[config.mk]
export PLATFORM = sky130hd
export DESIGN_NAME = syscall_input_unit
export DESIGN_NICKNAME = d
export VERILOG_FILES = /design/src/rtl/syscall_input_unit.sv
export SDC_FILE = /design/constraint.sdc
export NUM_CORES = 1
export LEC_CHECK = 0
export BUFFER_PORTS_ARGS = -buffer_cell sky130_fd_sc_hd__buf_4
export CAP_MARGIN = 20
export CORE_ASPECT_RATIO = 0.9
export CORE_MARGIN = 1.5
export CORE_UTILIZATION = 60
export CTS_BUF_LIST = sky130_fd_sc_hd__clkbuf_8
export DETAILED_ROUTE_END_ITERATION = 10
export PLACE_DENSITY = 0.92
export SYNTH_ARGS = -nofsm -noshare
export SYNTH_HDL_FRONTEND = slang
export SYNTH_SLANG_ARGS = --single-unit
[constraint.sdc]
create_clock -name clk -period 4.1 [get_ports clk]
set_input_delay 0.41 -clock clk [delete_from_list [all_inputs] [get_ports clk]]
set_output_delay 0.41 -clock clk [all_outputs]
set_load 0.05 [all_outputs]
[src/rtl/syscall_input_unit.sv]
// Read-side syscall responder: services read_int / read_string / read_char from a
// console byte stream, stalling the pipeline until the result is delivered.
module syscall_input_unit #(
  parameter logic [7:0]  NEWLINE  = 8'h0A,
  parameter int unsigned DEC_BASE = 10
) (
  input  logic        clk,
  input  logic        reset_n,
  input  logic        syscall_control,
  input  logic [31:0] v0,
  input  logic [31:0] a0,
  input  logic [31:0] a1,
  input  logic        in_valid,
  input  logic [7:0]  in_data,
  output logic        in_ready,
  output logic        sysstall,
  output logic        mem_we,
  output logic [31:0] mem_addr,
  output logic [7:0]  mem_wdata,
  output logic        wb_en,
  output logic [31:0] wb_data
);

  typedef enum logic [2:0] {
    IDLE, RD_INT, RD_CHAR, RD_STR, STR_TERM, WB, DONE
  } state_t;

  state_t             r_state;
  logic        [31:0] r_acc;
  logic        [31:0] r_cnt;
  logic        [31:0] r_a0;
  logic signed [31:0] r_a1;
  logic        [31:0] r_wb_data;
  logic               r_neg;
  logic               r_first;

  logic               w_svc_read;
  logic               w_is_digit;
  logic        [31:0] w_digit;
  logic               w_str_last;

  always_comb begin
    w_svc_read = (v0 == 32'd5) || (v0 == 32'd8) || (v0 == 32'd12);
    w_is_digit = (in_data >= 8'h30) && (in_data <= 8'h39);
    w_digit    = {24'b0, in_data - 8'h30};
    // The byte being accepted now would be the (n-1)th stored; the last slot is the NUL.
    w_str_last = (r_cnt + 32'd1) == (r_a1 - 32'sd1);
  end

  always_comb begin
    in_ready = (r_state == RD_INT) || (r_state == RD_CHAR) || (r_state == RD_STR);
    sysstall = ((r_state != IDLE) && (r_state != DONE)) ||
               ((r_state == IDLE) && syscall_control && w_svc_read);
    wb_en    = (r_state == WB);
    wb_data  = r_wb_data;
  end

  always_comb begin
    mem_we    = 1'b0;
    mem_addr  = 32'd0;
    mem_wdata = 8'd0;
    if ((r_state == RD_STR) && in_valid) begin
      mem_we    = 1'b1;
      mem_addr  = r_a0 + r_cnt;
      mem_wdata = in_data;
    end else if (r_state == STR_TERM) begin
      mem_we    = 1'b1;
      mem_addr  = r_a0 + r_cnt;
    end
  end

  always_ff @(posedge clk or negedge reset_n) begin
    if (!reset_n) begin
      r_state   <= IDLE;
      r_acc     <= 32'd0;
      r_cnt     <= 32'd0;
      r_a0      <= 32'd0;
      r_a1      <= 32'sd0;
      r_wb_data <= 32'd0;
      r_neg     <= 1'b0;
      r_first   <= 1'b0;
    end else begin
      case (r_state)
        IDLE: begin
          if (syscall_control && w_svc_read) begin
            r_acc   <= 32'd0;
            r_cnt   <= 32'd0;
            r_neg   <= 1'b0;
            r_first <= 1'b1;
            r_a0    <= a0;
            r_a1    <= $signed(a1);
            if (v0 == 32'd5)
              r_state <= RD_INT;
            else if (v0 == 32'd12)
              r_state <= RD_CHAR;
            else if ($signed(a1) <= 32'sd0)
              r_state <= DONE;
            else if (a1 == 32'd1)
              r_state <= STR_TERM;
            else
              r_state <= RD_STR;
          end
        end
        RD_INT: begin
          if (in_valid) begin
            r_first <= 1'b0;
            if (in_data == NEWLINE) begin
              r_wb_data <= r_neg ? (~r_acc + 32'd1) : r_acc;
              r_state   <= WB;
            end else if (w_is_digit) begin
              r_acc <= r_acc * DEC_BASE + w_digit;
            end else if ((in_data == 8'h2D) && r_first) begin
              r_neg <= 1'b1;
            end
          end
        end
        RD_CHAR: begin
          if (in_valid) begin
            r_wb_data <= {24'b0, in_data};
            r_state   <= WB;
          end
        end
        RD_STR: begin
          if (in_valid) begin
            r_cnt <= r_cnt + 32'd1;
            if ((in_data == NEWLINE) || w_str_last)
              r_state <= STR_TERM;
          end
        end
        STR_TERM: r_state <= DONE;
        WB:       r_state <= DONE;
        // Hold here until the syscall instruction leaves so it is serviced once.
        DONE:     if (!syscall_control) r_state <= IDLE;
        default:  r_state <= IDLE;
      endcase
    end
  end

endmodule

* After elaboration in Yosys (flattened, before gate mapping) *
Index checks and enable logic that the tools add are counted.

cells by class
  add/sub/neg operators = 6
  $mul = 1
  magnitude comparators = 3
  equality and inequality tests = 25
  multiplexer cells = 38
  bitwise logic cells = 1
  reduce and logical (&&, ||, !) cells = 26

operators with widths
  operator                                                           count
  2-to-1 mux 32 bit                                                  11
  case mux 32 bit (2 select lines)                                   3
  adder 32 x 1 -> 32 bit, second input constant                      2
  equality test 32 x 4 -> 1 bit, second input constant               2
  2-to-1 mux 3 bit                                                   11
  adder 32 bit                                                       1
  adder 32 x 8 -> 32 bit                                             1
  equality test 32 x 1 -> 1 bit, second input constant               1
  equality test 32 x 3 -> 1 bit, second input constant               1
  equality test 32 bit                                               1
  <= comparator 32 x 1 -> 1 bit, second input constant               1
  multiplier 32 x 3 -> 31 bit, second input constant                 1
  NOT 32 bit                                                         1
  subtractor 32 x 1 -> 32 bit, second input constant                 1
  case mux 3 bit (6 select lines)                                    1
  != test 2 bit, second input constant                               7
  equality test 3 bit, second input constant                         3
  2-to-1 mux 1 bit                                                   9
  equality test 8 x 4 -> 1 bit, second input constant                1
  equality test 8 x 6 -> 1 bit, second input constant                1
  greater-or-equal comparator 8 x 6 -> 1 bit, second input constant  1
  <= comparator 8 x 6 -> 1 bit, second input constant                1
  2-to-1 mux 8 bit                                                   1
  != test 2 x 1 -> 1 bit, second input constant                      4
  17 further kinds                                                   33

word-level totals
  bits in registers = 165
  input port bits = 108
  output and inout bits = 76
  logic and storage cells = 108

* Depth between registers and ports, before layout *
Gate-level depths: netlist of the first run.

  depth in word-level cells = 7
  gate-level depth with buffers = 13
  depth with buffers taken out = 13

* Least setup slack after synthesis of the first run *
No wires, ideal clock.

  path kind = register to output
  start = register r_cnt[0]
  end = output port mem_addr[20]
  data arrival time = 4.558 ns
  data required time = 3.690 ns
  setup slack = -0.868 ns
  stages on the path, launching flop included = 10
  path buffers = 0
  cell sequence = dfrtp_1 > ha_1 > fa_1 > a21oi_1 > o21ai_0 > o2111ai_1 > a21oi_1 > or2_2 > a31o_2 > a2111oi_0

between the ends
  word-level cells in the longest chain between the ends = 3

ends and longest elaborated chain
  element                 RTL line  text
  start, declared         30        logic [31:0] r_cnt;
  start signal, assigned  125       r_cnt <= r_cnt + 32'd1;
  adder 32 bit *          64, 68
  2-to-1 mux 32 bit       66        end else if (r_state == STR_TERM) begin
  2-to-1 mux 32 bit *     62        if ((r_state == RD_STR) && in_valid) begin
  end, declared           18        output logic [31:0] mem_addr,

Mark *: on every way between the ends. The rest lies on a longest branch, timed or not.

* Final worst setup path of the first run *
  start = register r_cnt[2]
  end = output port mem_addr[27]

Same word-level chain as after synthesis.

==> metrics.txt, run 1 <==
initial antenna violation count=0; # nets final=1945; Max Fclk=249 MHz; layout cells sized above 1=21.5%; Die Span X=162 microns; worst vdd ir=0.417 mV; # clock sinks=165; top-area cell type share of the netlist area=30.4%; Synth Instances=1568; top cells by area, synth=dfrtp_1 30%, ha_1 9.1%, xnor2_1 7.5%; post-synthesis sequential area ratio=30.4%; Final Cell Area=0.0158 sq mm; EDFF count, synth=0; ys flop type=dfrtp_1; largest net degree at the start of global routing=94; Leakage=7.55 nW; # IOs=184; ys async rst share=100%; switching part of the total=43.6%; area occupied by multi-input gates=0.00921 sq mm; worst-skew pair later-pin latency=480 ps; Final ANT Viol Nets=0; commonest non-fill, non-tap cells in the layout=212 x buf_4, 162 x dfrtp_1, 152 x nand2_1, 142 x o21ai_0, 121 x nor2_1; P_sw=2.37 mW; Critical Path AT=3600 ps; mapped cell area=0.0136 sq mm; Final Hold Viols=0; Tcrit/Tclk final=97.9%; Via density=6.35; Die Ht=146 microns; Setup crit start kind=flip-flop; post-synth cell types=77; RSZ-0062 raised after global routing=true; Tot GR Track Use=32.8%; DRT Wirelength=38400 microns; row cnt=52; clk root buf=clkbuf_8; Post-Syn Area per Cell=8.66 sq um; CTS tree=done; first-pass GRT wire length=62600 microns; CTS Hold Bufs=0; Max Clock Skew=18.6 ps; fin util=70.9%; reg2reg end=r_state[2]$_DFFE_PN0P_; Logic pwr share=42.7%; r2r startpoint=r_cnt[11]$_DFFE_PN0P_; Worst Path Required=3690 ps; TritonCTS buffer count=17; P per Cell Area=343 mW/mm^2; crit path max fanout=7; H-tree Lvls=4; Fin Setup TNS=0 ps; final setup violation count=0; Pint=3.07 mW; Slew @ Worst Pin=918 ps; Clock Path Buffers=2; DRC Markers=0; Hold WC Path Type=input port to async pin; Layout area overhead=16.6%; FF/Latch Area=0.00413 sq mm; total die area=0.0235 sq mm; ANT cells=0; dpl ws=185 ps; DR vias=13000; clock network fraction of total power=21.9%; Synth area leader=dfrtp_1; core area=0.0223 sq mm; grt ovf=0; drt wl/cell=18.8 microns; final worst slack=85.2 ps; synthesized netlist net count=1778; GPL Wtd Cong=0.966; Max Slew Vio Count=0; Yosys Warn Count=0; Crit Path Class=flip-flop to primary output; Slew headroom=37.9%; CP Capture Type=primary output; flops & latches, synth=165; clk slew on worst S/H paths=100 ps; max-cap violations=0; Post-DP HPWL=28700 microns; Initial DRT Pass Iterations=6; Starting Density=60.8%; Worst Reg2Reg Path Length in Cells=10; status=finished clean; Sequential Power Share=35.4%; # fillers=1622; R2R setup slack=90 ps; number of global-route vias before repair=12500; most common cell after layout, fill and taps aside=buf_4; Tmin final=4010 ps; starting DRC count in detailed routing=1312; placed instance area=0.0153 sq mm; IO Port Bufs=183
-- Yosys cell counts (16+ instances only) --
master	number
dfrtp_1	165
nand2_1	152
o21ai_0	144
nor2_1	122
xnor2_1	116
ha_1	99
a21oi_1	78
xor2_1	66
mux2_2	63
clkbuf_1	57
nand3_1	41
nor3_1	39
inv_1	32
o31ai_1	30
nand4_1	29
nor4_1	29
a21o_1	27
or3_1	22
and2_1	20
and3_1	18
or4_1	16
-- per-stage QoR --
step | cells | hold WS [ps] | power [mW]
2_1_floorplan | 1568 | 114 | 3.50
3_3_place_gp | 2008 | 463 | 4.16
3_5_place_dp | 2008 | 471 | 4.22
4_1_cts | 2039 | 59.7 | 5.40
5_1_grt | 2044 | 94.6 | 5.71
6_report | 2044 | 9.01 | 5.44
-- power by group through the flow --
| stage | sequential [mW] | clock, mW | combinational [mW] |
|---|---|---|---|
| after floorplan | 2.24 | 0 | 1.26 |
| after CTS | 1.93 | 1.20 | 2.28 |
| after global placement | 1.95 | 0 | 2.21 |
| final | 1.93 | 1.19 | 2.32 |
| after global routing | 1.95 | 1.26 | 2.51 |
| after detailed placement | 1.96 | 0 | 2.27 |
-- what timing repair did --
| item | 4_1_cts | 5_1_grt |
|---|---|---|
| resized for setup | 8 | 24 |
| setup endpoints to repair | 6 | 14 |
| pin swaps | 1 | 5 |
| buffers inserted | 0 | 5 |
| endpoints found under the hold margin | 0 | 0 |
-- sequential cells by signal (all words and copies together), names as in the netlist --
register,flops
r_a0,32
r_a1,32
r_acc,32
r_cnt,32
r_first,1
r_neg,1
r_state,3
wb_data,32
-- layer usage --
layer  vias up  part of all wire, %  global-route usage, %
met3        93                  9.8                   6.13
met4         0                  2.5                   11.7
li1       6076                    -                      -
met2       660                   46                   51.5
met1      6149                   42                   45.2
met5         -                    0                      0
-- kinds of logic (layout without fill, tap and decap cells) --
family	count (synthesis)	count (layout)	synth area share (%)
mux	71	71	5.82
compound gates	390	390	17.7
buf+inv	98	277	2.84
simple gates	557	557	21.4
xor+xnor	185	185	12.2
fa+ha+maj	102	102	9.57
flops	165	165	30.4
-- final cells by class --
| type | count | area share (%) |
|---|---|---|
| Multi-Input combinational cell | 1305 | 58.2 |
| Sequential cell | 165 | 26.1 |
| Timing Repair Buffer | 214 | 10.2 |
| Tap cell | 297 | 2.35 |
| Clock buffer | 17 | 1.48 |
| Clock inverter | 14 | 0.893 |
| Inverter | 32 | 0.759 |
-- worst max-delay path, stage by stage, from the launching register on --
cell	delay, ps
dfrtp_1	480
ha_1	400
a21o_1	180
a21oi_1	100
o31ai_2	300
o21ai_0	140
buf_4	170
a211oi_4	350
a2111oi_4	130
o41ai_1	440
xnor2_1	180
nor2_1	60
buf_4	200
-- worst max path at each step --
| stage | endpoint | cells past startpoint | startpoint | slack, ps |
|---|---|---|---|---|
| floorplan | mem_addr[27] | 11 | r_cnt[6]$_DFFE_PN0P_ | 220 |
| global placement | r_acc[30]$_DFFE_PN0P_ | 13 | r_acc[3]$_DFFE_PN0P_ | 280 |
| detailed placement | r_acc[30]$_DFFE_PN0P_ | 13 | r_acc[3]$_DFFE_PN0P_ | 190 |
| CTS | mem_addr[20] | 13 | r_cnt[0]$_DFFE_PN0P_ | 10 |
| global route | mem_addr[27] | 12 | r_cnt[14]$_DFFE_PN0P_ | -80 |
| finish | mem_addr[27] | 12 | r_cnt[2]$_DFFE_PN0P_ | 90 |
Note: power is estimated with default switching activity, not from simulation.
==> run 2, diff against run 1 <==
CORE_MARGIN = not set   (was 1.5)
==> metrics.txt, run 2 (same netlist as run 1, synthesis figures left out) <==
Max Slew Vio Count=0 (unchanged); CP Capture Type=primary output; IO Port Bufs=183 (unchanged); slowest cell delay on critical path=490 ps (about the same); GPL Wtd Cong=0.954 (-1.2%); Placed Instances=1999 (-0.45%); Final ANT Viol Nets=0 (unchanged); final setup violation count=0 (unchanged); DRC Markers=0 (unchanged); crit path max fanout=6 (-1); Layout area overhead=16.6% (about the same); Slew @ Worst Pin=985 ps (+66.9 ps); most common cell after layout, fill and taps aside=buf_4; H-tree Lvls=4 (unchanged); status=finished clean; Leakage=7.53 nW (-0.35%); clk slew on worst S/H paths=100 ps (about the same); drt wl/cell=19.1 microns (+1.6%); fin util=72.3% (+1.4 points); Worst Reg2Reg Path Length in Cells=13 (+3); number of global-route vias before repair=12200 (-2.1%); P per Cell Area=344 mW/mm^2 (+0.13%); CTS Hold Bufs=0 (unchanged); starting DRC count in detailed routing=1489 (+13%); Die Span X=161 microns (-0.62%); worst vdd ir=0.534 mV (+28%); CP cell instances=ha_1 > a21o_1 > a21o_1 > a21oi_1 > o31ai_2 > o21ai_0 > buf_4 > a211oi_4 > a2111oi_4 > o41ai_2 > xnor2_1 > nor2_1 > buf_4; core area=0.0219 sq mm (-1.9%); layout cells sized above 1=21.9% (+0.38 points); Slowest-stage cell, CP=dfrtp_1; worst-skew pair later-pin latency=480 ps (about the same); total die area=0.0232 sq mm (-1.3%); # nets final=1941 (-0.21%); Slew headroom=34.3% (-3.6 points); initial antenna violation count=0 (unchanged); Max Fclk=248 MHz (-0.30%); post-route non-filler standard cell count=2035 (-0.44%); clk root buf=clkbuf_8; # IOs=184 (unchanged); r2r startpoint=r_acc[3]$_DFFE_PN0P_; Fin Setup TNS=0 ps (unchanged); Max Clock Skew=17.4 ps (-1.25 ps); Tmin final=4030 ps (+12.0 ps); Initial DRT Pass Iterations=6 (unchanged); DR vias=13000 (+0.54%); CP startpoint=r_cnt[1]$_DFFE_PN0P_; placed instance area=0.0153 sq mm (-0.11%); TritonCTS buffer count=17 (unchanged); Setup crit start kind=flip-flop; first-pass GRT wire length=63200 microns (+0.94%); Worst Path Required=3690 ps (about the same); # clock sinks=165 (unchanged); Tcrit/Tclk final=98.2% (+0.29 points); Final Cell Area=0.0158 sq mm (about the same); Top delay family on crit path=compound AO/OA/AOI/OAI gates; Final Hold Slack=18.0 ps (+9.01 ps); Starting Density=62.0% (+1.2 points); Hold WC Path Type=input port to async pin; CTS tree=done; R2R setup slack=110 ps (+20 ps); Final Hold Viols=0 (unchanged); Critical Path AT=3620 ps (+20 ps); grt ovf=0 (unchanged); Pwr Total=5.44 mW (+0.15%); Crit path buffers/inverters=2 (unchanged); ANT cells=0 (unchanged); Die Ht=145 microns (-0.69%); Post-DP HPWL=29400 microns (+2.3%); Via density=6.41 (+0.98%); DRT Wirelength=38900 microns (+1.1%); dpl ws=76.0 ps (-109 ps); reg2reg end=r_acc[30]$_DFFE_PN0P_; commonest non-fill, non-tap cells in the layout=208 x buf_4, 158 x dfrtp_1, 152 x nand2_1, 141 x o21ai_0, 121 x nor2_1; Clock Path Buffers=2 (unchanged); Worst path depth=13 (+1); largest net degree at the start of global routing=103 (+9.6%); max-cap violations=0 (unchanged); row cnt=51 (-1.9%); final worst slack=73.3 ps (-12.0 ps); Tot GR Track Use=34.0% (+1.2 points); RSZ-0062 raised after global routing=true; Crit Path Class=flip-flop to primary output; worst setup path end=mem_addr[27]
run 2: area by class of cell:
type / count / area [sq um]
Tap cell: 291 / 364
Clock inverter: 15 / 140
Fill cell: 1542 / 6060
Timing Repair Buffer: 210 / 1590
Multi-Input combinational cell: 1305 / 9240
Sequential cell: 165 / 4140
Clock buffer: 17 / 234
Inverter: 32 / 120
run 2: power by group:
part	internal [mW]	switching, mW
clock	0.445	0.714
sequential	1.77	0.164
combinational	0.803	1.55
run 2: worst min-delay path by stage:
stage,from,to,slack [ps],cells after the start
after CTS,reset_n,r_a1[11]$_DFFE_PN0P_,90,1
after detailed placement,wb_data[15]$_DFFE_PN0P_,wb_data[15]$_DFFE_PN0P_,480,2
final,reset_n,r_a1[11]$_DFFE_PN0P_,20,1
after global placement,r_first$_DFFE_PN0P_,r_first$_DFFE_PN0P_,460,1
after global routing,reset_n,r_a1[9]$_DFFE_PN0P_,110,1
after floorplan,reset_n,r_a0[0]$_DFFE_PN0P_,110,0
run 2: what timing repair did:
item / CTS / global route
gates resized for setup: 9 / 36
hold endpoints to repair: 0 / 0
setup endpoints to repair: 5 / 16
setup buffers: 0 / 4
pin swaps: 0 / 5
run 2: routing by layer:
| layer | up-vias | part of all wire, % | global-route usage (%) | wire, microns |
|---|---|---|---|---|
| met2 | 729 | 43 | 52.3 | 16900 |
| met1 | 6172 | 44 | 48.5 | 17100 |
| met5 | - | 0 | 0 | 0 |
| met3 | 96 | 10 | 6.16 | 3990 |
| li1 | 6051 | - | - | - |
| met4 | 0 | 2.3 | 10.6 | 909 |
==> run 3, diff against run 2 <==
CORE_MARGIN = 1.5   (was not set)
CORE_UTILIZATION = 29   (was 60)
PLACE_DENSITY = 0.55   (was 0.92)
==> metrics.txt, run 3 (same netlist as run 1, synthesis figures left out) <==
P per Cell Area=341 mW/mm^2 (-0.75%); fin util=35.4% (-37 points); total die area=0.0481 sq mm (+110%); Die Ht=208 microns (+44%); Post-DP HPWL=32800 microns (+12%); layout cells sized above 1=22.8% (+0.87 points); H-tree Lvls=4 (unchanged); switching part of the total=43.8% (-0.74 points); RSZ-0062 raised after global routing=true; CTS tree=done; Tcrit/Tclk final=96.6% (-1.6 points); number of global-route vias before repair=12000 (-1.7%); ANT cells=0 (unchanged); largest net degree at the start of global routing=74 (-28%); Pwr Total=5.62 mW (+3.2%); final worst slack=140 ps (+66.4 ps); Slew headroom=42.9% (+8.6 points); # clock sinks=165 (unchanged); CP Capture Type=primary output; Worst Path Required=3690 ps (about the same); GPL Wtd Cong=0.875 (-8.3%); core area=0.0465 sq mm (+110%); clk slew on worst S/H paths=100 ps (about the same); Tot GR Track Use=17.7% (-16 points); Starting Density=29.2% (-33 points); Logic pwr share=42.9% (-0.3 points); most common cell after layout, fill and taps aside=buf_4; Leakage=7.61 nW (+1.1%); clk root buf=clkbuf_8; status=finished clean; Final Hold Viols=0 (unchanged); Tmin final=3960 ps (-66.4 ps); initial antenna violation count=0 (unchanged); starting DRC count in detailed routing=841 (-44%); worst vdd ir=0.240 mV (-55%); Via density=5.26 (-18%); Critical Path AT=3550 ps (-70 ps); IO Port Bufs=183 (unchanged); drt wl/cell=17.9 microns (-6.2%); first-pass GRT wire length=66800 microns (+5.7%); DR vias=12500 (-4.2%); max-cap violations=0 (unchanged); Setup crit start kind=flip-flop; Pint=3.15 mW (+4.5%); crit path max fanout=3 (-3); Sequential Power Share=34.4% (-1.1 points); DRC Markers=0 (unchanged); Initial DRT Pass Iterations=5 (-1); dpl ws=159 ps (+83.2 ps); Fin Setup TNS=0 ps (unchanged); worst-skew pair later-pin latency=560 ps (+80 ps); Layout area overhead=21.2%; Max Slew Vio Count=0 (unchanged); TritonCTS buffer count=17 (unchanged); Crit Path Class=flip-flop to primary output; Slew @ Worst Pin=856 ps (-129 ps); Max Fclk=253 MHz (+1.7%); Clock Path Buffers=2 (unchanged); # nets final=1958 (+0.88%); row cnt=75 (+47%); # IOs=184 (unchanged); Final ANT Viol Nets=0 (unchanged); clock network fraction of total power=22.7% (+1.4 points); commonest non-fill, non-tap cells in the layout=224 x buf_4, 156 x dfrtp_1, 152 x nand2_1, 142 x o21ai_0, 121 x nor2_1; P_sw=2.46 mW (+1.4%); Hold WC Path Type=input port to flip-flop; Max Clock Skew=17.8 ps (+0.410 ps); DRT Wirelength=42600 microns (+9.6%); Die Span X=231 microns (+44%); grt ovf=0 (unchanged); final setup violation count=0 (unchanged)
run 3: layout make-up:
class	instances	area, sq um
Clock inverter	13	148
Multi-Input combinational cell	1305	9290
Fill cell	4778	30000
Timing Repair Buffer	227	1720
Sequential cell	165	4140
Tap cell	616	771
Inverter	32	120
Clock buffer	19	262
run 3: final timing paths:
path,startpoint,to,slack [ps],depth (start not counted)
min in group asynchronous,reset_n,r_a0[7]$_DFFE_PN0P_,400,2
setup reg to reg,r_acc[8]$_DFFE_PN0P_,r_acc[29]$_DFFE_PN0P_,210,13
setup / recovery,r_cnt[0]$_DFFE_PN0P_,mem_addr[28],140,13
hold / removal,a1[25],r_a1[25]$_DFFE_PN0P_,70,3
max in group asynchronous,reset_n,wb_data[11]$_DFFE_PN0P_,2770,3
hold reg to reg,wb_data[27]$_DFFE_PN0P_,wb_data[27]$_DFFE_PN0P_,490,2
run 3: power groups by stage:
stage | clock network [mW] | registers (mW) | logic [mW]
after detailed placement | 0 | 1.97 | 2.39
after global placement | 0 | 1.96 | 2.38
after floorplan | 0 | 2.24 | 1.26
final | 1.28 | 1.93 | 2.41
after global routing | 1.39 | 1.96 | 2.62
after CTS | 1.33 | 1.93 | 2.42
run 3: worst max-delay path, cell delays in order (launching register included):
cell	delay [ps]
dfrtp_2	420
ha_1	230
fa_2	370
a21oi_2	180
o21ai_2	90
o2111ai_2	110
a21oi_2	100
o2111ai_2	260
a31oi_2	160
or4_1	430
a21oi_1	170
xor2_1	210
nor2_1	60
buf_4	200
run 3: timing repair:
item	CTS	global route
pin swaps	4	9
hold buffers	1	0
endpoints found under the hold margin	60	0
setup endpoints to repair	10	16
buffers inserted	1	5
resized for setup	15	29
run 3: per-layer routing:
| metal | share of wire (%) | GRT usage [%] | up-vias |
|---|---|---|---|
| met5 | 0 | 0 | - |
| met4 | 2.2 | 6.27 | 0 |
| met3 | 3.8 | 3.11 | 44 |
| met2 | 46 | 27.9 | 261 |
| met1 | 48 | 24.3 | 6102 |
| li1 | - | - | 6090 |
run 3: through the flow:
step                      cells  hold slack [ps]  cell area [sq um]
after global routing       2377             27.4              16500
after detailed placement   2338              453              15800
after global placement     2338              455              15800
after floorplan            1568              114              13600
final                      2377             66.5              16500
after CTS                  2372             3.23              16300
